<file path="src/rtl/fib_index_search_if.sv">
// Request/response bundle for the Fibonacci index search engine.
// The producer/consumer side uses master; the engine uses slave.
interface fib_index_search_if #(
    parameter int WIDTH = 64,
    parameter int IDX_W = 8
);
    logic                    in_valid;
    logic                    in_ready;
    logic [WIDTH-1:0]        in_number;
    logic                    in_mode;
    logic                    out_valid;
    logic                    out_ready;
    logic signed [IDX_W-1:0] out_index;
    logic [WIDTH-1:0]        out_fib;
    logic                    out_exact;
    logic                    out_ovf;

    modport master (
        output in_valid, in_number, in_mode, out_ready,
        input  in_ready, out_valid, out_index, out_fib, out_exact, out_ovf
    );

    modport slave (
        input  in_valid, in_number, in_mode, out_ready,
        output in_ready, out_valid, out_index, out_fib, out_exact, out_ovf
    );
endinterface

</file>
<file path="src/rtl/fib_index_search.sv">
// Walks the Fibonacci sequence one term per cycle to find N exactly, or the
// largest F(k) <= N, stopping early when the next term no longer fits in WIDTH.
module fib_index_search #(
    parameter int WIDTH = 64,
    parameter int IDX_W = 8
) (
    input logic              clk,
    input logic              rst,
    fib_index_search_if.slave bus
);
    typedef enum logic [1:0] {IDLE, SEARCH, DONE} state_t;

    state_t                  state, next_state;
    logic [WIDTH-1:0]        num_q;
    logic                    mode_q;
    logic [WIDTH-1:0]        a_q, b_q;
    logic signed [IDX_W-1:0] k_q;
    logic signed [IDX_W-1:0] index_q;
    logic [WIDTH-1:0]        fib_q;
    logic                    exact_q, ovf_q;
    logic                    in_ready_w, out_valid_w;
    logic                    accept, hit, past, wrap;
    logic [WIDTH:0]          sum;

    assign sum    = {1'b0, a_q} + {1'b0, b_q};
    assign hit    = (b_q == num_q);
    assign past   = (b_q > num_q);
    assign wrap   = sum[WIDTH];
    assign accept = bus.in_valid && in_ready_w;

    always_ff @(posedge clk) begin
        if (rst) state <= IDLE;
        else     state <= next_state;
    end

    always_comb begin
        next_state = state;
        case (state)
            IDLE:    if (accept) next_state = (bus.in_number == '0) ? DONE : SEARCH;
            SEARCH:  if (hit || past || wrap) next_state = DONE;
            DONE:    if (bus.out_ready) next_state = IDLE;
            default: next_state = IDLE;
        endcase
    end

    always_comb begin
        in_ready_w  = (state == IDLE) && !rst;
        out_valid_w = (state == DONE);
    end

    // Datapath keeps a = F(k-1), b = F(k); results load only on the deciding cycle.
    always_ff @(posedge clk) begin
        if (rst) begin
            num_q   <= '0;
            mode_q  <= 1'b0;
            a_q     <= '0;
            b_q     <= '0;
            k_q     <= '0;
            index_q <= '0;
            fib_q   <= '0;
            exact_q <= 1'b0;
            ovf_q   <= 1'b0;
        end else begin
            case (state)
                IDLE: begin
                    if (accept) begin
                        num_q  <= bus.in_number;
                        mode_q <= bus.in_mode;
                        a_q    <= '0;
                        b_q    <= WIDTH'(1);
                        k_q    <= IDX_W'(1);
                        if (bus.in_number == '0) begin
                            index_q <= '0;
                            fib_q   <= '0;
                            exact_q <= 1'b1;
                            ovf_q   <= 1'b0;
                        end
                    end
                end
                SEARCH: begin
                    if (hit) begin
                        index_q <= k_q;
                        fib_q   <= b_q;
                        exact_q <= 1'b1;
                        ovf_q   <= 1'b0;
                    end else if (past) begin
                        exact_q <= 1'b0;
                        ovf_q   <= 1'b0;
                        index_q <= mode_q ? k_q - IDX_W'(1) : '1;
                        fib_q   <= mode_q ? a_q : '0;
                    end else if (wrap) begin
                        exact_q <= 1'b0;
                        ovf_q   <= 1'b1;
                        index_q <= mode_q ? k_q : '1;
                        fib_q   <= mode_q ? b_q : '0;
                    end else begin
                        a_q <= b_q;
                        b_q <= sum[WIDTH-1:0];
                        k_q <= k_q + IDX_W'(1);
                    end
                end
                default: ;
            endcase
        end
    end

    assign bus.in_ready  = in_ready_w;
    assign bus.out_valid = out_valid_w;
    assign bus.out_index = index_q;
    assign bus.out_fib   = fib_q;
    assign bus.out_exact = exact_q;
    assign bus.out_ovf   = ovf_q;
endmodule

</file>
<file path="src/flat_wrapper.sv">
// flat-port wrapper written by rule: the top's interface ports become plain ports
module fib_index_search_flat 
#(
    parameter int WIDTH = 64,
    parameter int IDX_W = 8
)
  (clk, rst, bus_in_valid, bus_in_number, bus_in_mode, bus_out_ready, bus_in_ready, bus_out_valid, bus_out_index, bus_out_fib, bus_out_exact, bus_out_ovf);
  fib_index_search_if #(.WIDTH(WIDTH), .IDX_W(IDX_W)) bus_i ();
  input logic clk;
  input logic rst;
  input wire logic [$bits(bus_i.in_valid)-1:0] bus_in_valid;
  input wire logic [$bits(bus_i.in_number)-1:0] bus_in_number;
  input wire logic [$bits(bus_i.in_mode)-1:0] bus_in_mode;
  input wire logic [$bits(bus_i.out_ready)-1:0] bus_out_ready;
  output wire logic [$bits(bus_i.in_ready)-1:0] bus_in_ready;
  output wire logic [$bits(bus_i.out_valid)-1:0] bus_out_valid;
  output wire logic [$bits(bus_i.out_index)-1:0] bus_out_index;
  output wire logic [$bits(bus_i.out_fib)-1:0] bus_out_fib;
  output wire logic [$bits(bus_i.out_exact)-1:0] bus_out_exact;
  output wire logic [$bits(bus_i.out_ovf)-1:0] bus_out_ovf;
  assign bus_i.in_valid = bus_in_valid;
  assign bus_i.in_number = bus_in_number;
  assign bus_i.in_mode = bus_in_mode;
  assign bus_i.out_ready = bus_out_ready;
  assign bus_in_ready = bus_i.in_ready;
  assign bus_out_valid = bus_i.out_valid;
  assign bus_out_index = bus_i.out_index;
  assign bus_out_fib = bus_i.out_fib;
  assign bus_out_exact = bus_i.out_exact;
  assign bus_out_ovf = bus_i.out_ovf;
  fib_index_search #(.WIDTH(WIDTH), .IDX_W(IDX_W)) u_core (.clk(clk), .rst(rst), .bus(bus_i));
endmodule
</file>
<file path="config.mk">
export PLATFORM = sky130hd
export DESIGN_NAME = fib_index_search_flat
export DESIGN_NICKNAME = d
export VERILOG_FILES = /design/src/rtl/fib_index_search_if.sv /design/src/rtl/fib_index_search.sv /design/src/flat_wrapper.sv
export SDC_FILE = /design/constraint.sdc
export NUM_CORES = 1
export LEC_CHECK = 0
export CAP_MARGIN = 5
export CORE_ASPECT_RATIO = 0.7
export CORE_MARGIN = 2
export CORE_UTILIZATION = 57
export CTS_BUF_LIST = sky130_fd_sc_hd__clkbuf_4 sky130_fd_sc_hd__clkbuf_8
export CTS_CLUSTER_DIAMETER = 100
export DETAILED_ROUTE_END_ITERATION = 8
export PLACE_DENSITY = 0.75
export SYNTH_ARGS = -nofsm -noshare
export SYNTH_HDL_FRONTEND = slang
export SYNTH_SLANG_ARGS = --single-unit
</file>
<file path="constraint.sdc">
create_clock -name clk -period 3.9 [get_ports clk]
set_input_delay 0.78 -clock clk [delete_from_list [all_inputs] [get_ports clk]]
set_output_delay 0.78 -clock clk [all_outputs]
set_load 0.02 [all_outputs]
</file>
== Yosys cells after proc, flatten, opt, wreduce, memory -nomap -nowiden ==
Cells that the tools add are included.

* Word-level logic and storage cells: 85
* Output and inout bits: 76
* Register bits after elaboration: 277
* Input port bits: 69

* Muxes and demuxes: 48
* Add/sub/neg operators: 3
* Magnitude comparators: 1
* Equal/unequal tests: 11
* Reductions and logical operators: 12

{| class="wikitable"
|+ Operator list
! operator !! count
|-
| 64-bit two-way mux || 15
|-
| 64-bit case mux with 2 select lines || 3
|-
| 8-bit two-way mux || 11
|-
| 64-bit by 64-bit adder with 65-bit output || 1
|-
| 64-bit == test || 1
|-
| 64-bit greater-than comparator || 1
|-
| 64-bit zero test || 1
|-
| 8-bit case mux with 2 select lines || 2
|-
| 1-bit two-way mux || 10
|-
| 2-bit != test, second input constant || 5
|-
| 8-bit by 2-bit adder with 8-bit output, second input constant || 1
|-
| 2-bit two-way mux || 4
|-
| 8-bit by 1-bit subtractor with 8-bit output, second input constant || 1
|-
| 2-bit case mux with 3 select lines || 1
|-
| 5-bit AND reduction || 1
|-
| 2-bit by 1-bit != test with 1-bit output, second input constant || 2
|-
| 4-bit by 1-bit != test with 1-bit output, second input constant || 1
|-
| 1-bit case mux with 2 select lines || 2
|-
| 4-bit AND reduction || 1
|-
| 3-bit AND reduction || 1
|-
| 2-bit by 1-bit == test with 1-bit output, second input constant || 1
|-
| 2-bit == test, second input constant || 1
|-
| 1-bit logical AND || 2
|-
| 2-bit zero test || 1
|-
| 4 further kinds || 5
|}

== Logic depth before layout (Yosys ltp) ==
* Depth after elaboration: 5
* Gate-level depth with buffers: 14
* Mapped depth without buffers: 12

== Least setup slack after synthesis ==
OpenSTA, ideal clock, no wires.

* Path kind: register to register
* Start: register u_core.b_q[0]
* End: register u_core.fib_q[50] (netlist: u_core.bus.out_fib[50])
* Data required time: 3.832 ns
* Slack: 0.887 ns
* Arrival: 2.945 ns
* Buffers on the path: 2
* Cell stages (with the launch flop): 15
* Library setup time: 0.068 ns
* Period minus slack after synthesis: 3.013 ns
* Path through: dfxtp_1 ha_1 inv_1 fa_1 nor2b_1 o2111a_1 o2111a_1 o31a_4 nand4_2 a21o_1 and3_4 or3_1 buf_2 buf_6 o2bb2ai_2

* Longest elaborated chain between the ends: 4
* Elaborated cells on any way between the ends: 8
* Classes of those cells: add/sub: 1; order compare: 1; eq/ne: 2; mux: 3; reduce/logical: 1

{| class="wikitable"
|+ Ends and longest elaborated chain
! what !! RTL line !! text
|-
| start, declared || fib_index_search.sv:16 || <nowiki>logic [WIDTH-1:0] a_q, b_q;</nowiki>
|-
| start signal, assigned || fib_index_search.sv:98 || <nowiki>b_q <= sum[WIDTH-1:0];</nowiki>
|-
| 64-bit greater-than comparator || fib_index_search.sv:27 || <nowiki>assign past = (b_q > num_q);</nowiki>
|-
| 64-bit two-way mux || fib_index_search.sv:86 || <nowiki>end else if (past) begin</nowiki>
|-
| 64-bit two-way mux || fib_index_search.sv:81 || <nowiki>if (hit) begin</nowiki>
|-
| 64-bit case mux with 2 select lines || fib_index_search.sv:64 || <nowiki>case (state)</nowiki>
|-
| end signal, assigned || fib_index_search.sv:83 || <nowiki>fib_q <= b_q;</nowiki>
|-
| end signal, assigned || fib_index_search.sv:90 || <nowiki>fib_q <= mode_q ? a_q : '0;</nowiki>
|-
| end signal, assigned || fib_index_search.sv:95 || <nowiki>fib_q <= mode_q ? b_q : '0;</nowiki>
|-
| end, declared || fib_index_search.sv:19 || <nowiki>logic [WIDTH-1:0] fib_q;</nowiki>
|}

Parallel ways exist; a longest one is shown, timed or not.
A chain may end at the register's enable or synchronous reset.

== Final worst setup path ==
* Start: register u_core.b_q[51]
* End: register u_core.index_q[6] (netlist: u_core.bus.out_index[6])

* Longest elaborated chain between the ends: 4
* Elaborated cells on any way between the ends: 8
* Classes of those cells: add/sub: 1; order compare: 1; eq/ne: 2; mux: 3; reduce/logical: 1

{| class="wikitable"
|+ Ends and longest elaborated chain
! what !! RTL line !! text
|-
| 64-bit greater-than comparator || fib_index_search.sv:27 ||
|-
| 8-bit two-way mux || fib_index_search.sv:86 ||
|-
| 8-bit two-way mux || fib_index_search.sv:81 ||
|-
| 8-bit case mux with 2 select lines || fib_index_search.sv:64 ||
|-
| end signal, assigned || fib_index_search.sv:82 || <nowiki>index_q <= k_q;</nowiki>
|-
| end signal, assigned || fib_index_search.sv:89 || <nowiki>index_q <= mode_q ? k_q - IDX_W'(1) : '1;</nowiki>
|-
| end signal, assigned || fib_index_search.sv:94 || <nowiki>index_q <= mode_q ? k_q : '1;</nowiki>
|-
| end, declared || fib_index_search.sv:18 || <nowiki>logic signed [IDX_W-1:0] index_q;</nowiki>
|}

Parallel ways exist; a longest one is shown, timed or not.

==> flow_summary_export.csv <==
group,metric,value,unit
power_and_ir_drop,power_leakage,7.441,nW
sta,period_share,96.75,%
synth,synth_edf_count,0,
drt,first_pass_iters,6,
flow_run,maxCapViolations,0,
place,gp_congestion,0.9849,
global_route,grt_max_degree,90,
die,num_rows,52,
min_path,hold_start,"u_core.bus.out_fib[41]$_SDFFE_PP0P_",
clock_tree,htreeDepth,2,
clock_tree,clock-sinks,277,
min_path,min_to,"u_core.bus.out_fib[41]$_SDFFE_PP0P_",
min_path,hold_path_class,"reg2reg",
sta,fin_crit,3.773,ns
worst_setup_path,critPathSlowestCell,"nor4_4",
global_route,grt_pass1_wl,87.31,mm
sta,hold_violations,0,
sta,fmax,265.0,MHz
power_and_ir_drop,irDropWorstVdd,231.5,uV
synth,synth_top_cell_by_area,"dfxtp_1",
drt,wl_per_cell,21.34,um
clock_tree,clk_path_buf_depth,3,
worst_setup_path,cp.arrival,4.26,ns
sta,tightest_slew,1.061,ns
power_and_ir_drop,combPwrFrac,12.9,%
sta,skew,0.02336,ns
cells_and_area,area_growth,16.92,%
place,dp_hpwl,40.20,mm
sta,setup_viol,0,
clock_tree,clk_pin_slew_worst_paths,0.07,ns
global_route,antenna_found_initial,0,
clock_tree,clock-root-buffer,"clkbuf_8",
global_route,grt_use_total,35.36,%
synth,synth_top_area_share,32.78,%
worst_setup_path,end_kind,"flip-flop",
outcome,status,"completed",
synth,synth_nets,2320,
worst_setup_path,cp-start-kind,"flip-flop",
worst_setup_path,crit_required,4.38,ns
drt,viasPerCell,6.439,
clock_tree,clkLatencyLatePin,0.60,ns
cells_and_area,fillers,2370,
worst_setup_path,timing.rr.end,"u_core.bus.out_index[6]$_SDFFE_PP0P_",
power_and_ir_drop,power.switching,1.842,mW
global_route,grt_pass1_vias,15527,
synth,async_reset_ff_share,0,%
sta,rsz0062_at_grt,"false",
place,io_buffers,144,
worst_setup_path,r2r_cells,11,
die,io_pins,145,
die,dieHeight,148.1,um
cells_and_area,num-nets-final,2421,
synth,synth_cell_type_count,76,
min_path,min_path_cells,1,
drt,drt.antenna.violating_nets,0,
cells_and_area,antenna_cells,0,
place,placed_area,18770,um^2
worst_setup_path,r2r-start,"u_core.b_q[51]$_SDFFE_PP0P_",
worst_setup_path,reg2reg_slack,0.13,ns
sta,whs,0.4702,ns
clock_tree,ctsHoldBuffers,0,
synth,synth-seq-cells,277,
drt,drt_wl_total,56.08,mm
worst_setup_path,path_class,"reg2reg",
drt,drc_errors,0,
power_and_ir_drop,swShare,28.48,%
synth,synth-main-ff-cell,"dfxtp_1",
synth,ys_warn_count,0,
synth,synth_area,16920,um^2
power_and_ir_drop,powerDensity,327.0,nW/um^2
global_route,grt-ovfl-total,0,
power_and_ir_drop,pwr-share-clk,41.4,%
worst_setup_path,critical-path-max-stage-delay,0.53,ns
worst_setup_path,worstPathMaxFanout,7,
die,die_w,209.9,um
synth,synthCells,2120,
cells_and_area,final_area,19780,um^2
clock_tree,cts_made_buffers,45,
synth,ys_top_cells_by_area,"dfxtp_1 33%, ha_1 9.6%, nand2_1 7.7%",
power_and_ir_drop,power.internal,4.625,mW
synth,synth_seq_area_share,32.78,%
cells_and_area,drive_gt1_share,9.822,%
synth,syn_area_per_cell,7.979,um^2
die,start_util,58.30,%
drt,dr_total_vias,16923,
die,core,29020,um^2
sta,slew-limit-headroom,29.24,%
drt,drt_iter0_drc,1986,
die,die_area,31090,um^2
worst_setup_path,crit_chain,"ha_1 -> nand4_1 -> nor4_4 -> and2_1 -> and4_2 -> o21ai_1 -> and3_1 -> buf_4 -> or4_1 -> mux2i_1 -> a32o_1",
power_and_ir_drop,pwr-share-seq,45.6,%
clock_tree,cts_tree,"yes",
sta,slew_viol_final,0,
-- per-layer routing --
metal | GRT usage (%) | routed length [um]
met4 | 9.184 | 1256
met1 | 53.21 | 25620
met2 | 49.07 | 22210
met3 | 9.903 | 6986
met5 | 0 | 0
-- synth_stat cells (all sizes together) (4+ instances only) --
| cell | count |
|---|---|
| nand2 | 349 |
| dfxtp | 277 |
| a21oi | 221 |
| ha | 130 |
| nand3 | 122 |
| o21ai | 118 |
| clkbuf | 105 |
| inv | 88 |
| nor2 | 69 |
| a31oi | 66 |
| o31ai | 66 |
| o2bb2ai | 53 |
| buf | 50 |
| nand4 | 40 |
| a21o | 35 |
| xnor2 | 33 |
| a22o | 31 |
| a32o | 25 |
| nor4 | 23 |
| nor3 | 21 |
| xor2 | 21 |
| o211ai | 17 |
| o21bai | 15 |
| and3 | 13 |
| nand2b | 13 |
| nor2b | 11 |
| o21a | 10 |
| or3 | 10 |
| a211oi | 9 |
| and2 | 8 |
| and4 | 8 |
| a221oi | 5 |
| a311oi | 5 |
| or4 | 5 |
| a2111oi | 4 |
| a21boi | 4 |
| a31o | 4 |
-- cell usage in the layout (no fill, tap or decap), types with 12 or more instances in the layout --
cell and instances:
nand2_1 349, dfxtp_1 276, a21oi_1 220, clkdlybuf4s50_1 143, ha_1 130, nand3_1 120
o21ai_0 113, inv_1 88, nor2_1 67, o31ai_1 66, a31oi_1 65, clkbuf_8 56
buf_4 51, o2bb2ai_2 50, nand4_1 39, a21o_1 35, xnor2_1 33, a22o_1 31
a32o_1 25, xor2_1 21, nor4_1 20, nor3_1 19, o211ai_1 17, o21bai_1 15
nand2b_1 13, and3_1 12
-- cell families (layout without fill, tap and decap cells) --
family,count (synthesis),after routing,synth area share [%]
and+or+nand+nor,703,703,19.31
muxes,3,3,0.1849
adders and majority gates,131,131,9.734
buffers and inverters,244,374,5.999
xor gates and xnor gates,54,54,2.796
AOI/OAI and AO/OA,708,708,29.19
DFF,277,277,32.78
-- how the worst max path moves through the flow --
stage / startpoint / to / slack [ns] / cells after the start
finish: u_core.b_q[51]$_SDFFE_PP0P_ / u_core.bus.out_index[6]$_SDFFE_PP0P_ / 0.13 / 11
global route: u_core.b_q[49]$_SDFFE_PP0P_ / u_core.bus.out_fib[10]$_SDFFE_PP0P_ / 0.01 / 12
CTS: u_core.b_q[51]$_SDFFE_PP0P_ / u_core.bus.out_fib[10]$_SDFFE_PP0P_ / 0.1 / 12
detailed placement: u_core.b_q[61]$_SDFFE_PP0P_ / u_core.bus.out_fib[10]$_SDFFE_PP0P_ / -0.38 / 11
global placement: u_core.b_q[63]$_SDFFE_PP0P_ / u_core.bus.out_fib[30]$_SDFFE_PP0P_ / -0.33 / 11
floorplan: u_core.b_q[0]$_SDFFE_PP0P_ / u_core.bus.out_fib[50]$_SDFFE_PP0P_ / 0.89 / 14
-- worst max-delay path: cells and delay by family, from the launching register on --
kind | cells | cell delay, ns
AND/OR/NAND/NOR | 6 | 2.19
flip-flops | 1 | 0.38
multiplexers | 1 | 0.15
buffers and inverters | 1 | 0.18
adder cells (fa/ha/maj) | 1 | 0.35
AO/OA/AOI/OAI | 2 | 0.41
-- cell type report --
cell class	count	area, um^2	area share (%)
clock inverters	10	75.07	0.3796
clock buffers	66	845.8	4.276
well taps	378	473.0	2.391
flip-flops and latches	277	5549	28.06
repair buffers	209	2066	10.44
inverters	89	334.1	1.689
multi-input cells	1599	10440	52.76
-- power by group through the flow --
stage	registers, mW	logic, mW	clock network [mW]
after floorplan	2.99	0.467	0
after global placement	3.01	0.775	0
after detailed placement	3.01	0.793	0
after CTS	2.95	0.805	2.70
after global routing	2.96	0.885	2.83
final	2.95	0.835	2.68
-- sequential cells by signal, summed over array words and instances, names as in the netlist --
| name | cells |
|---|---|
| u_core.a_q | 64 |
| u_core.state | 2 |
| u_core.b_q | 64 |
| u_core.bus.out_exact | 1 |
| u_core.k_q | 8 |
| u_core.mode_q | 1 |
| u_core.bus.out_index | 8 |
| u_core.bus.out_ovf | 1 |
| u_core.bus.out_fib | 64 |
| u_core.num_q | 64 |
-- metrics by stage --
| step | cells | utilization [%] | power [mW] | setup TNS [ns] | worst slack [ns] |
|---|---|---|---|---|---|
| final | 2628 | 68.16 | 6.467 | 0 | 0.1267 |
| after CTS | 2624 | 67.95 | 6.455 | 0 | 0.09642 |
| after global placement | 2548 | 64.69 | 3.784 | -27.76 | -0.3278 |
| after global routing | 2628 | 68.16 | 6.675 | 0 | 0.01185 |
| after floorplan | 2120 | - | 3.462 | 0 | 0.8868 |
| after detailed placement | 2548 | 64.69 | 3.805 | -34.38 | -0.3803 |
-- what timing repair did --
| item | in CTS | in global routing |
|---|---|---|
| resized for setup | 4 | 9 |
| pin swaps | 0 | 4 |
| buffers inserted | 0 | 4 |
| endpoints found under the setup margin | 177 | 142 |
No activity file was read; power rests on OpenSTA's default activity.
